File: config.mk
export PLATFORM = sky130hd
export DESIGN_NAME = queue_2x5_ctrl
export DESIGN_NICKNAME = d
export VERILOG_FILES = /design/src/rtl/queue_2x5_ctrl.sv
export SDC_FILE = /design/constraint.sdc
export NUM_CORES = 1
export LEC_CHECK = 0
export CAP_MARGIN = 20
export CORE_AREA = 2 2 39 41
export DETAILED_ROUTE_END_ITERATION = 6
export DIE_AREA = 0 0 41 43
export PLACE_DENSITY_LB_ADDON = 0.3
export REMOVE_ABC_BUFFERS = 1
export SYNTH_ARGS = -nofsm -noshare
export SYNTH_HDL_FRONTEND = slang
export SYNTH_SLANG_ARGS = --single-unit
export TNS_END_PERCENT = 20
File: constraint.sdc
create_clock -name clock -period 1.3 [get_ports clock]
set_clock_uncertainty 0.2 [all_clocks]
set_input_delay 0.195 -clock clock [delete_from_list [all_inputs] [get_ports clock]]
set_output_delay 0.195 -clock clock [all_outputs]
set_load 0.05 [all_outputs]
File: src/rtl/queue_2x5_ctrl.sv
// Ready/valid FIFO controller for a 2x5 dual-port RAM (sync write, gated combinational read).
// Latency: one cycle enq->deq (zero with FLOW into an empty queue); backpressure: enq_ready = !full, independent of deq_ready.
module queue_2x5_ctrl #(
    parameter int WIDTH = 5,
    parameter int DEPTH = 2,
    parameter int AW    = $clog2(DEPTH),
    parameter bit FLOW  = 1'b0
) (
    input  logic             clock,
    input  logic             reset_n,
    input  logic             enq_valid,
    output logic             enq_ready,
    input  logic [WIDTH-1:0] enq_bits,
    output logic             deq_valid,
    input  logic             deq_ready,
    output logic [WIDTH-1:0] deq_bits,
    output logic [AW:0]      count,
    output logic [AW-1:0]    ram_W0_addr,
    output logic             ram_W0_en,
    output logic [WIDTH-1:0] ram_W0_data,
    output logic [AW-1:0]    ram_R0_addr,
    output logic             ram_R0_en,
    input  logic [WIDTH-1:0] ram_R0_data
);

    localparam logic [AW:0] DEPTH_CNT = (AW+1)'(DEPTH);

    logic [AW-1:0] enq_ptr_q, enq_ptr_d;
    logic [AW-1:0] deq_ptr_q, deq_ptr_d;
    logic          maybe_full_q, maybe_full_d;

    logic          ptr_match, empty, full;
    logic          enq_fire, deq_fire, do_enq, do_deq;
    logic [AW-1:0] ptr_diff;

    always_comb begin
        ptr_match = (enq_ptr_q == deq_ptr_q);
        empty     = ptr_match && !maybe_full_q;
        full      = ptr_match && maybe_full_q;

        enq_ready = !full;
        deq_valid = !empty || (FLOW && enq_valid);
        enq_fire  = enq_valid && enq_ready;
        deq_fire  = deq_valid && deq_ready;

        ram_W0_addr = enq_ptr_q;
        ram_W0_data = enq_bits;
        // A bypassed word never touches storage, so it must not be written either.
        ram_W0_en   = enq_fire && !(FLOW && empty && deq_ready);

        ram_R0_addr = deq_ptr_q;
        ram_R0_en   = !empty;
        deq_bits    = (FLOW && empty) ? enq_bits : ram_R0_data;

        ptr_diff = enq_ptr_q - deq_ptr_q;
        count    = full ? DEPTH_CNT : {1'b0, ptr_diff};

        do_enq = ram_W0_en;
        do_deq = deq_fire && !empty;

        enq_ptr_d    = do_enq ? enq_ptr_q + AW'(1) : enq_ptr_q;
        deq_ptr_d    = do_deq ? deq_ptr_q + AW'(1) : deq_ptr_q;
        maybe_full_d = (do_enq != do_deq) ? do_enq : maybe_full_q;
    end

    always_ff @(posedge clock or negedge reset_n) begin
        if (!reset_n) begin
            enq_ptr_q    <= '0;
            deq_ptr_q    <= '0;
            maybe_full_q <= 1'b0;
        end else begin
            enq_ptr_q    <= enq_ptr_d;
            deq_ptr_q    <= deq_ptr_d;
            maybe_full_q <= maybe_full_d;
        end
    end

endmodule

==> summary.md, run 1 <==
| Metric | Value |
|---|---|
| 1st-iter DRT viols | 0 |
| Slew HR | 87.6% |
| Max Clock Freq | 0.597 GHz |
| Startpoint types | register |
| Number of global-route vias before repair | 239 |
| Vert. Die Dim | 43 microns |
| Met2 GRT Util | 8.13% |
| Synth unique cells | 12 |
| Grt peak-use layer | met3 |
| Pin count of the biggest net entering global routing | 6 |
| Endpoint type of the worst setup path | primary output |
| Antenna violations before repair | 0 |
| Cells after DPL | 53 |
| Root buf cell | clkbuf_4 |
| Total wire length | 580 microns |
| Critical path class | register to primary output |
| RSZ-0062 raised after global routing | true |
| Port bufs | 11 |
| GR Layer Usage met3 | 10.5% |
| First-pass GRT wire length | 924 microns |
| Post-synthesis cell area | 263 sq um |
| 1st-pass router iterations | 1 |
| Antenna-violating nets left | 0 |
| GP Congestion | 0.662 |
| Final setup vio count | 9 |
| GR Overflow Total | 0 |
| Final HPWL DP | 452 microns |
| CP bufs+invs | 4 |
| Outcome | finished, violations left |
| Finished Layout Cells | 59 |
| Minimum clock period | 1.68 ns |
| CP Data Required Time | 0.90 ns |
| Flop and latch count out of synthesis | 3 |
| Maximum fanout along the worst path | 4 |
| CTS tree | yes |
| Critical path's top delay family | buffers and inverters |
| Sequential cell area fraction in the yosys report | 28.6% |
| Number of buffers created by CTS | 3 |
| CTS Buffer Depth | 2 |
| Critical-path cell list | xnor2_1 > buf_4 > inv_2 > o21ai_2 > inv_1 > buf_6 |
| Crit path largest cell delay | 0.38 ns |
| Max-Cap Viols | 0 |
| CP max stage cell | dfrtp_1 |
| Via count | 229 |
| Pre-CTS WS | -0.157 ns |
| Fill count | 143 |
| Min-Delay Path Class | input pin to primary output |
| Critical path arrival | 1.28 ns |
| # IOs | 32 |
| DR WL/cell | 9.83 microns |
| Post-route DRC | 0 |
| Design area | 433 sq um |
| Fin crit share | 129% |
| Fin nets | 58 |
| Post-route setup slack | -0.376 ns |
| Drt via density | 3.88 |
| Syn avg cell area | 7.96 sq um |
| Area growth, synth to finish | 64.8% |
| Failing checks | setup timing |
| Htree depth | 1 |
| Layout cell share with drive strength beyond 1 | 51.2% |
| Num rows | 14 |
| Initial Utilization | 19.0% |
| Total negative slack | -2.00 ns |
| Total core area | 1380 sq um |
| Met1 usage | 8.47% |
| GRT Total Usage | 8.17% |
| Die W | 41 microns |
| Worst-skew pair later-pin latency | 0.23 ns |
| Area after DPL | 358 sq um |
| Ant diodes | 0 |
| Die Footprint | 1760 sq um |
| Clock Pin Slew Worst Setup and Hold Paths | 0.03 ns |
| Worst-margin pin slew | 0.185 ns |
| Final hold violation count | 0 |
| Clk sinks | 3 |
| YS warnings | 0 |
| Cell count after synthesis | 33 |
| Pins over their slew limit | 0 |
state kept, by name, summed over array words and instances, names as in the netlist:
signal,flops
ram_W0_addr,1
ram_R0_addr,1
maybe_full_q,1
cell families after synthesis:
| logic type | count (synthesis) | share of synthesized area, % |
|---|---|---|
| AO/OA/AOI/OAI | 7 | 15.7 |
| buffers and inverters | 18 | 42.9 |
| XOR/XNOR | 1 | 3.33 |
| AND/OR/NAND/NOR | 3 | 5.24 |
| multiplexers | 1 | 4.29 |
| flip-flops | 3 | 28.6 |
synth_stat cells:
master / instances / area (sq um)
buf_4: 12 / 90.1
inv_1: 5 / 18.8
o21ai_0: 4 / 20.0
dfrtp_1: 3 / 75.1
nand2_1: 2 / 7.51
a21oi_1: 1 / 5.00
a22oi_1: 1 / 7.51
inv_2: 1 / 3.75
mux2_2: 1 / 11.3
nor2b_1: 1 / 6.26
o21ai_2: 1 / 8.76
xnor2_1: 1 / 8.76
repair_timing:
item | in CTS | in global routing
setup buffers | 0 | 1
hold buffers | 1 | 0
resized for setup | 7 | 4
pin swaps | 1 | 1
setup endpoints to repair | 9 | 11
hold endpoints to repair | 3 | 0
per-layer routing:
layer / wire length (microns) / up-vias / share of wire [%]
met3: 114 / 0 / 20
li1: - / 110 / -
met2: 248 / 24 / 43
met4: 0 / 0 / 0
met5: 0 / - / 0
met1: 216 / 95 / 37
worst register-to-register path, delay by kind of cell, from the launching register on:
family                 cells  cell delay (ns)
DFF                        1             0.35
muxes                      1             0.27
buffers and inverters      2             0.22
and+or+nand+nor            1             0.16
AOI/OAI and AO/OA          1             0.05
cell usage in the layout (no fill, tap or decap), drive strengths merged:
cell type,netlist,routed
a21oi,1,1
xnor2,1,1
dlygate4sd3,0,1
a22oi,1,1
dfrtp,3,3
nand2,2,2
nor2b,1,1
inv,6,6
mux2,1,1
clkbuf,0,4
buf,12,14
clkdlybuf4s50,0,3
o21ai,5,5
through the flow:
step | util (%) | hold slack (ns)
after floorplan | - | -0.301
after global placement | 25.9 | 0.188
after detailed placement | 25.9 | 0.186
after CTS | 30.2 | 0.191
after global routing | 31.3 | 0.190
final | 31.3 | 0.190
area by class of cell:
class / instances / area, sq um / area share [%]
Clock buffer: 4 / 26.3 / 6.07
Sequential cell: 3 / 75.1 / 17.3
Tap cell: 16 / 20.0 / 4.62
Multi-Input combinational cell: 12 / 80.1 / 18.5
Timing Repair Buffer: 18 / 209 / 48.3
Inverter: 6 / 22.5 / 5.20
final timing paths:
path	start	depth (start not counted)	slack (ns)	to
worst max-delay path	ram_W0_addr	6	-0.38	ram_W0_en
worst min-delay path	enq_bits[0]	0	0.19	ram_W0_data[0]
worst max register to register	ram_W0_addr	5	-0.06	ram_W0_addr
worst min register to register	ram_R0_addr	2	0.40	ram_R0_addr
max in group asynchronous	reset_n	2	0.27	ram_R0_addr
min in group asynchronous	reset_n	2	0.49	maybe_full_q
Power of run 1 is not shown: default switching activity piles up to over one toggle a cycle in this logic, so the estimate is an artifact.
==> run 2: changes to the inputs <==
MAX_ROUTING_LAYER = met4   (was not set)
SLEW_MARGIN = 20   (was not set)
==> results of run 2 <==
Same layout as run 1: the final DEF is identical, and so are final timing and power.
Main changes from that run: final weighted congestion in routability-driven placement 0.662 -> 0.668; overall routing resource usage 8.17% -> 8.37%
Power of run 2 is left out for the same reason.
==> run 3: changes to the inputs <==
ABC_CLOCK_PERIOD_IN_PS = 1300   (was not set)
SLEW_MARGIN = not set   (was 20)
==> results of run 3 <==
Same layout as run 1: the final DEF is identical, and so are final timing and power.
Main changes from that run: final weighted congestion in routability-driven placement 0.662 -> 0.668; overall routing resource usage 8.17% -> 8.37%
Power of run 3 is left out for the same reason.
